$ cat src/rtl/bip_pkg.sv
// Constants and state encoding shared by the BIP program loader and CPU decode.
package bip_pkg;

    localparam int unsigned RAM_WIDTH = 16;
    localparam int unsigned ADDR_BITS = 11;
    localparam int unsigned WC_BITS   = ADDR_BITS + 1;
    localparam int unsigned BYTE_W    = 8;

    localparam logic [BYTE_W-1:0] CMD_LOAD = 8'h4C;
    localparam logic [BYTE_W-1:0] CMD_RUN  = 8'h52;
    localparam logic [BYTE_W-1:0] CMD_STOP = 8'h53;
    localparam logic [BYTE_W-1:0] ACK_BYTE = 8'h4B;

    localparam logic [4:0]           HLT_OPCODE = 5'b00000;
    localparam logic [ADDR_BITS-1:0] ADDR_LAST  = '1;

    typedef enum logic [2:0] {
        ST_IDLE,
        ST_RX_HI,
        ST_RX_LO,
        ST_WRITE,
        ST_ACK,
        ST_RUN
    } loader_state_t;

    // A load ends on the all-zero word: HLT opcode with a zero operand.
    function automatic logic is_halt_word(input logic [RAM_WIDTH-1:0] w);
        return (w[RAM_WIDTH-1 -: 5] == HLT_OPCODE) && (w[RAM_WIDTH-6:0] == '0);
    endfunction

endpackage

$ cat src/rtl/program_loader.sv
// UART-driven program loader that also arbitrates the program memory port
// between the loader (IDLE..ACK) and the CPU fetch path (RUN).
module program_loader
    import bip_pkg::*;
(
    input  logic                 clk,
    input  logic                 reset,
    input  logic [BYTE_W-1:0]    rx_data,
    input  logic                 rx_done,
    input  logic                 tx_busy,
    output logic                 tx_start,
    output logic [BYTE_W-1:0]    tx_data,
    input  logic [ADDR_BITS-1:0] cpu_addr,
    output logic [ADDR_BITS-1:0] mem_addr,
    output logic [RAM_WIDTH-1:0] mem_wdata,
    output logic                 mem_we,
    output logic                 cpu_reset,
    output logic [WC_BITS-1:0]   word_count
);

    loader_state_t        state;
    logic [ADDR_BITS-1:0] ptr;

    // Port ownership: CPU fetch address only while running, loader pointer otherwise.
    assign mem_addr = (state == ST_RUN) ? cpu_addr : ptr;

    // Loader FSM with registered outputs; reset wins over every other event.
    always_ff @(posedge clk) begin
        if (reset) begin
            state      <= ST_IDLE;
            ptr        <= '0;
            word_count <= '0;
            mem_wdata  <= '0;
            mem_we     <= 1'b0;
            tx_start   <= 1'b0;
            tx_data    <= ACK_BYTE;
            cpu_reset  <= 1'b1;
        end else begin
            mem_we   <= 1'b0;
            tx_start <= 1'b0;
            case (state)
                ST_IDLE: begin
                    cpu_reset <= 1'b1;
                    if (rx_done) begin
                        if (rx_data == CMD_LOAD) begin
                            ptr        <= '0;
                            word_count <= '0;
                            state      <= ST_RX_HI;
                        end else if (rx_data == CMD_RUN) begin
                            cpu_reset <= 1'b0;
                            state     <= ST_RUN;
                        end
                    end
                end
                ST_RX_HI: begin
                    if (rx_done) begin
                        mem_wdata[RAM_WIDTH-1:BYTE_W] <= rx_data;
                        state                         <= ST_RX_LO;
                    end
                end
                ST_RX_LO: begin
                    if (rx_done) begin
                        mem_wdata[BYTE_W-1:0] <= rx_data;
                        mem_we                <= 1'b1;
                        state                 <= ST_WRITE;
                    end
                end
                ST_WRITE: begin
                    // The pointer saturates at the last word so a full memory never wraps.
                    word_count <= word_count + WC_BITS'(1);
                    if (ptr != ADDR_LAST) begin
                        ptr <= ptr + ADDR_BITS'(1);
                    end
                    if (is_halt_word(mem_wdata) || (ptr == ADDR_LAST)) begin
                        state <= ST_ACK;
                    end else begin
                        state <= ST_RX_HI;
                    end
                end
                ST_ACK: begin
                    if (!tx_busy) begin
                        tx_start <= 1'b1;
                        tx_data  <= ACK_BYTE;
                        state    <= ST_RUN;
                    end
                end
                ST_RUN: begin
                    cpu_reset <= 1'b0;
                    if (rx_done && (rx_data == CMD_STOP)) begin
                        cpu_reset <= 1'b1;
                        state     <= ST_IDLE;
                    end
                end
                default: begin
                    state <= ST_IDLE;
                end
            endcase
        end
    end

endmodule

$ cat config.mk
export PLATFORM = sky130hd
export DESIGN_NAME = program_loader
export DESIGN_NICKNAME = d
export VERILOG_FILES = /design/src/rtl/bip_pkg.sv /design/src/rtl/program_loader.sv
export SDC_FILE = /design/constraint.sdc
export NUM_CORES = 1
export LEC_CHECK = 0
export CAP_MARGIN = 20
export CORE_ASPECT_RATIO = 0.9
export CORE_UTILIZATION = 30
export CTS_BUF_LIST = sky130_fd_sc_hd__clkbuf_16
export CTS_CLUSTER_SIZE = 14
export DETAILED_ROUTE_END_ITERATION = 12
export REMOVE_ABC_BUFFERS = 1
export SLEW_MARGIN = 20
export SYNTH_ARGS = -nofsm -noshare
export SYNTH_HDL_FRONTEND = slang
export SYNTH_SLANG_ARGS = --single-unit
export TNS_END_PERCENT = 30
$ cat constraint.sdc
create_clock -name clk -period 2.25 [get_ports clk]
set_clock_uncertainty 0.05 [all_clocks]
set_input_delay 0.45 -clock clk [delete_from_list [all_inputs] [get_ports clk]]
set_output_delay 0.45 -clock clk [all_outputs]
set_load 0.02 [all_outputs]
==> results.md, run 1 <==
- Top-count cell post-synth: dfxtp_1
- CTS tree: done
- First-pass GRT wire length: 10140 um
- Synth cell types: 50
- Initial Util: 0.3135
- Pwr Density: around 480 nW/um2
- Vias/cell: 4.996
- Diodes inserted: 0
- Sequential share of the synthesized area: 0.3772
- Site Rows: 30
- I/O pins: 73
- DR pass1 iterations: 4
- Final nets: 395
- Filler cell count: 755
- Routed length per instance: 13.42 um
- Yosys reg bits: 45
- CP Max Fanout: 5
- Post-synth design cell area: 2389 um2
- Root Buffer: clkbuf_16
- Total power: 1648 uW
- Critical Path Sink Type: register
- Hpwl dp: 4671 um
- Cell leakage power: 0.001302 uW
- Final Setup Violations: 0
- Ys async rst share: 0
- CTS sink count: 45
- Sum Neg Setup Slack: 0 ns
- Via count: 2328
- Area share of the largest cell type after synthesis: 0.3772
- Vias in the first global route: 2149
- Hold Vio Cnt, Final: 0
- H-Tree Depth: 2
- I/O Buffers: 64
- Global Route Usage Sum: 0.1553
- Synth Warn #: 0
- Top_reg_cell synth: dfxtp_1
- Worst Tran Pin Value: 0.5247 ns
- Iter 0 DRT Violations: 135
- Detailed Route WL: 6255 um
- Worst Setup Start Kind: input port
- Worst Path Arrival: around 2.3 ns
- Worst hold path class: reg2reg
- Max cap viols: 0
- Initial antenna violation count: 0
- Tcrit/Tclk final: 0.9580
- Worst Slack Setup Final: between 0.09 and 0.1 ns
- Tmin final: 2.155 ns
- Count of final max-slew check failures: 0
- Fin Hold WS: 0.4122 ns
- Cell taking the most area after synthesis: dfxtp_1
- Drc violations: 0
- Die Footprint: 8323 um2
- Pre-CTS setup slack: -0.2384 ns
- Overflow after GRT: 0
- Post-synth EDFFs: 0
- Clock Tree Buf Depth: 2
- Synth-to-Final Area Change: 44.89%
- RSZ-0062 raised after global routing: false
- Slew Limit Headroom: 0.6473
- Share of post-route cells with drive strength above 1: 0.1676
- Mean Syn Cell Area: between 8 and 9 um2
- Clk_lat worst skew: 0.28 ns
- Area post-placement: around 3300 um2
- RD Place Congestion: 0.8043
- DRT antenna net count: 0
- Die X: 96.06 um
- Status: finished, final reports clean
- Top cells by count, synth: dfxtp_1 (45), nand2_1 (34), nor2_1 (33)
- Largest net degree at the start of global routing: 21
- Worst setup path class: in2reg
- DIE HEIGHT: 86.65 um
- Synth area leaders: dfxtp_1 (38%), mux2_2 (5.7%), nand2_1 (5.3%), nor2_1 (5.2%), a21oi_1 (4.4%)
- Clock-pin slew on the worst setup and hold paths: 0.06 ns
- Worst EP required: 2.41 ns
- Cells after Synth: between 200 and 300
- Maximum clock rate: 463.9 MHz
- CTS Buf Count: 5
- Core Box Area: 7620 um2
- Max VDD drop: 0.0002995 V
- Fin area: approximately 3500 um2
==> final timing paths <==
path	end	slack, ns	from	cells past startpoint
min reg2reg	ptr[10]$_SDFFE_PP0P_	0.41	ptr[10]$_SDFFE_PP0P_	2
max reg2reg	ptr[9]$_SDFFE_PP0P_	0.24	state[0]$_SDFFE_PP0P_	6
max	ptr[9]$_SDFFE_PP0P_	0.09	rx_data[5]	7
min	ptr[10]$_SDFFE_PP0P_	0.41	ptr[10]$_SDFFE_PP0P_	2
==> power by group <==
| group | internal [uW] | total (uW) | switching [uW] |
|---|---|---|---|
| combinational | 75.3 | 147 | 71.4 |
| clock | 401 | 700 | 298 |
| sequential | 799 | 801 | 2.21 |
==> sequential cells by signal, indices dropped and copies added (netlist names) <==
signal / cells
mem_wdata: 16
word_count: 12
ptr: 11
state: 3
cpu_reset: 1
mem_we: 1
tx_start: 1
==> area by class of cell <==
class	count	area, um2	area share
sequential	45	900.9	0.2603
clock buffer	5	125.1	0.03615
timing repair buffer	98	907.1	0.2621
multi-input combinational	217	1385	0.4002
tap	96	120.1	0.03471
inverter	3	11.26	0.003254
clock inverter	2	11.26	0.003254
==> critical path, stage by stage <==
cell and delay, ns:
clkdlybuf4s50_1 0.46, nor3b_4 0.20, buf_4 0.17, nand4_4 0.10
mux2_4 0.32, or4_1 0.47, a21oi_1 0.15
==> placed cells by master (no fill, tap or decap), types with 7 or more instances in the layout <==
cell	Yosys	routed
nand2_1	34	34
conb_1	2	8
o21ai_1	7	7
nor2_1	33	33
mux2i_1	10	10
mux2_2	12	11
clkdlybuf4s50_1	0	53
a21oi_1	21	20
nand3_1	9	9
dfxtp_1	45	45
buf_4	10	32
dlygate4sd2_1	0	11
==> cells by family (layout without fill, tap and decap cells) <==
group	after synthesis	in the layout	synth area share
compound gates	55	55	0.1451
xor+xnor	7	7	0.02567
fa+ha+maj	2	2	0.01048
buf+inv	26	108	0.05971
flops	45	45	0.3772
mux	22	22	0.09848
other cells	2	8	0.003144
simple gates	123	123	0.2803
==> what timing repair did <==
action,CTS,global route
setup buffers,0,2
hold buffers,0,0
endpoints found under the setup margin,11,9
gates resized for setup,11,5
pin swaps,0,1
==> routing by layer <==
| layer | global-route usage | routed length (um) | up-vias |
|---|---|---|---|
| met5 | 0 | 0 | - |
| met4 | 0.03799 | 68 | 0 |
| met3 | 0.04298 | 399 | 7 |
| met2 | 0.2373 | 2811 | 72 |
| met1 | 0.2150 | 2976 | 1073 |
| li1 | - | - | 1176 |
==> per-stage QoR <==
| stage | utilization | instances |
|---|---|---|
| after floorplan | - | 265 |
| after global placement | 0.4338 | 457 |
| after detailed placement | 0.4338 | 457 |
| after CTS | 0.4499 | 464 |
| after global routing | 0.4542 | 466 |
| final | 0.4542 | 466 |
Note: power is estimated with default switching activity, not from simulation.
==> inputs of run 2 (changes only) <==
- GPL_ROUTABILITY_DRIVEN: default -> 1
- clock period: 2.25 -> 1.92 ns (I/O delays scaled with it)
==> run 2 against run 1 <==
Against the previous run: the flow now finishes with violations (negative setup slack); setup slack worse by 0.15 ns; global-route usage up 0.15 points; combinational power up 20%; power up 20%; worst hold slack better by 0.014 ns; cell count up 4.5%; register-to-register slack worse by 0.30 ns; wire length up 4.0%; first-iteration DRC count down 39%; critical endpoint unchanged; via count up 2.9%; non-clock buffer count up 20.
==> results.md, run 2 (synthesis gave the netlist of run 1 again) <==
- Status: finished, violations left
- Failing checks: negative setup slack
- Root Buffer: clkbuf_16
- DR pass1 iterations: 4
- H-Tree Depth: 2
- Most common cell after layout, fill and taps aside: buf_4
- Via count: 2395
- Number of flip-flops in the largest register: 16
- Site Rows: 30
- Top Registers: mem_wdata: 16 flops, word_count: 12 flops, ptr: 11 flops
- Worst Setup Start Kind: register
- Post-Layout Cell Count: between 400 and 500
- Diodes inserted: 0
- Filler cell count: 736
- Die X: 96.06 um
- Top reg by flops: mem_wdata
- Tmin final: 1.978 ns
- CP Max Fanout: 6
- Detailed Route WL: ~6500 um
- Worst setup path class: reg2reg
- DRT antenna net count: 0
- Worst Path Arrival: 2.15 ns
- CTS sink count: 45
- Pwr Density: 535.9 nW/um2
- Overflow after GRT: 0
- First-pass GRT wire length: 10120 um
- Hold Vio Cnt, Final: 0
- Die Footprint: 8323 um2
- Global Route Usage Sum: 0.1568
- Synth-to-Final Area Change: 54.37%
- Tcrit/Tclk final: 1.030
- Max cap viols: 0
- Final nets: slightly above 400
- Total power: between 1500 and 2000 uW
- Core Box Area: around 7600 um2
- RD Place Congestion: 0.8035
- Share of post-route cells with drive strength above 1: 0.2660
- Hpwl dp: 4748 um
- Iter 0 DRT Violations: 83
- FF-to-FF Start: state[1]$_SDFFE_PP0P_
- Drc violations: 0
- Most frequent cells in the layout: buf_4 (50), clkdlybuf4s50_1 (45), dfxtp_1 (43)
- Reg2reg end: ptr[9]$_SDFFE_PP0P_
- Placed instance count: 471
- Largest net degree at the start of global routing: 21
- Hold buffers post-CTS: 0
- Cell leakage power: 0.001430 uW
- Cell Int Power: 1509 uW
- Maximum clock rate: 505.5 MHz
- Critical Path Sink Type: register
- DIE HEIGHT: 86.65 um
- CTS Buf Count: 5
- Min-delay src: ptr[10]$_SDFFE_PP0P_
- Fin Hold WS: 0.4264 ns
- Clk_lat worst skew: 0.29 ns
- RSZ-0062 raised after global routing: true
- Initial antenna violation count: 0
- Clock Power Share: 0.436
- Reg2Reg Setup Slack: -0.06 ns
- Hold-critical path depth: 2
- Logic pwr share: 0.089
- Sum Neg Setup Slack: -0.2657 ns
- Vias in the first global route: around 2200
- Worst Setup SP: state[1]$_SDFFE_PP0P_
- Vias/cell: 4.918
- Initial Util: 0.3135
- Routed length per instance: 13.35 um
- Worst EP required: roughly 2.1 ns
- Clock-pin slew on the worst setup and hold paths: ~0.060 ns
- CTS tree: done
- Worst hold path class: reg2reg
- I/O Buffers: 64
- Final Setup Violations: 15
- Worst Reg2Reg Path Length in Cells: 6
- Sw Pwr: 467.3 uW
- Pre-CTS setup slack: -0.5106 ns
- Worst Slack Setup Final: -0.05833 ns
- Hold Path End: ptr[10]$_SDFFE_PP0P_
- Clock Tree Buf Depth: 2
- I/O pins: 73
- Sw frac: 0.2365
- Count of final max-slew check failures: 0
- Max VDD drop: 0.0003008 V
- Register share of total power: 0.475
==> run 2: layout make-up <==
type	count	area, um2	share of cell area
timing repair buffer	118	1080	0.2928
multi-input combinational	217	1425	0.3865
sequential	45	903.4	0.2450
tap	96	120.1	0.03258
clock inverter	3	22.52	0.006108
clock buffer	5	125.1	0.03393
inverter	3	11.26	0.003054
==> run 2: power by group through the flow <==
stage / clock, uW / combinational, uW / sequential [uW]
5_1_grt: 920 / 190 / 939
6_report: 861 / 176 / 939
4_1_cts: 875 / 172 / 939
2_1_floorplan: 0 / 54.1 / 964
3_3_place_gp: 0 / 173 / 960
3_5_place_dp: 0 / 173 / 960
==> run 2: worst max-delay path, stage by stage, from the launching register on <==
cell	delay, ns
dfxtp_2	0.33
buf_6	0.12
nor4b_4	0.33
nand4_4	0.13
mux2_4	0.33
or4_1	0.47
a21oi_1	0.14
==> run 2: worst max-delay path by stage <==
stage / to / slack, ns / cells past startpoint
5_1_grt: ptr[9]$_SDFFE_PP0P_ / -0.11 / 6
6_report: ptr[9]$_SDFFE_PP0P_ / -0.06 / 6
3_5_place_dp: ptr[4]$_SDFFE_PP0P_ / -0.51 / 7
4_1_cts: ptr[9]$_SDFFE_PP0P_ / -0.08 / 6
3_3_place_gp: ptr[9]$_SDFFE_PP0P_ / -0.49 / 6
2_1_floorplan: ptr[9]$_SDFFE_PP0P_ / -0.32 / 5
==> run 2: what timing repair did <==
item | 4_1_cts | 5_1_grt
gates resized for setup | 69 | 13
buffers inserted | 6 | 1
endpoints found under the setup margin | 23 | 25
pin swaps | 12 | 11
cloned | 1 | 0
==> run 2: per-layer routing <==
metal	wire length, um	part of all wire	global-route usage
met5	0	0	0
met1	3138	0.48	0.2076
met3	335	0.052	0.03421
met4	62	0.0095	0.04071
met2	2966	0.46	0.2566
==> run 2: metrics by stage <==
step / instance area, um2 / utilization
after floorplan: 2280 / -
final: 3687 / 0.4839
after global routing: 3687 / 0.4839
after global placement: 3423 / 0.4493
after CTS: 3628 / 0.4762
after detailed placement: 3423 / 0.4493
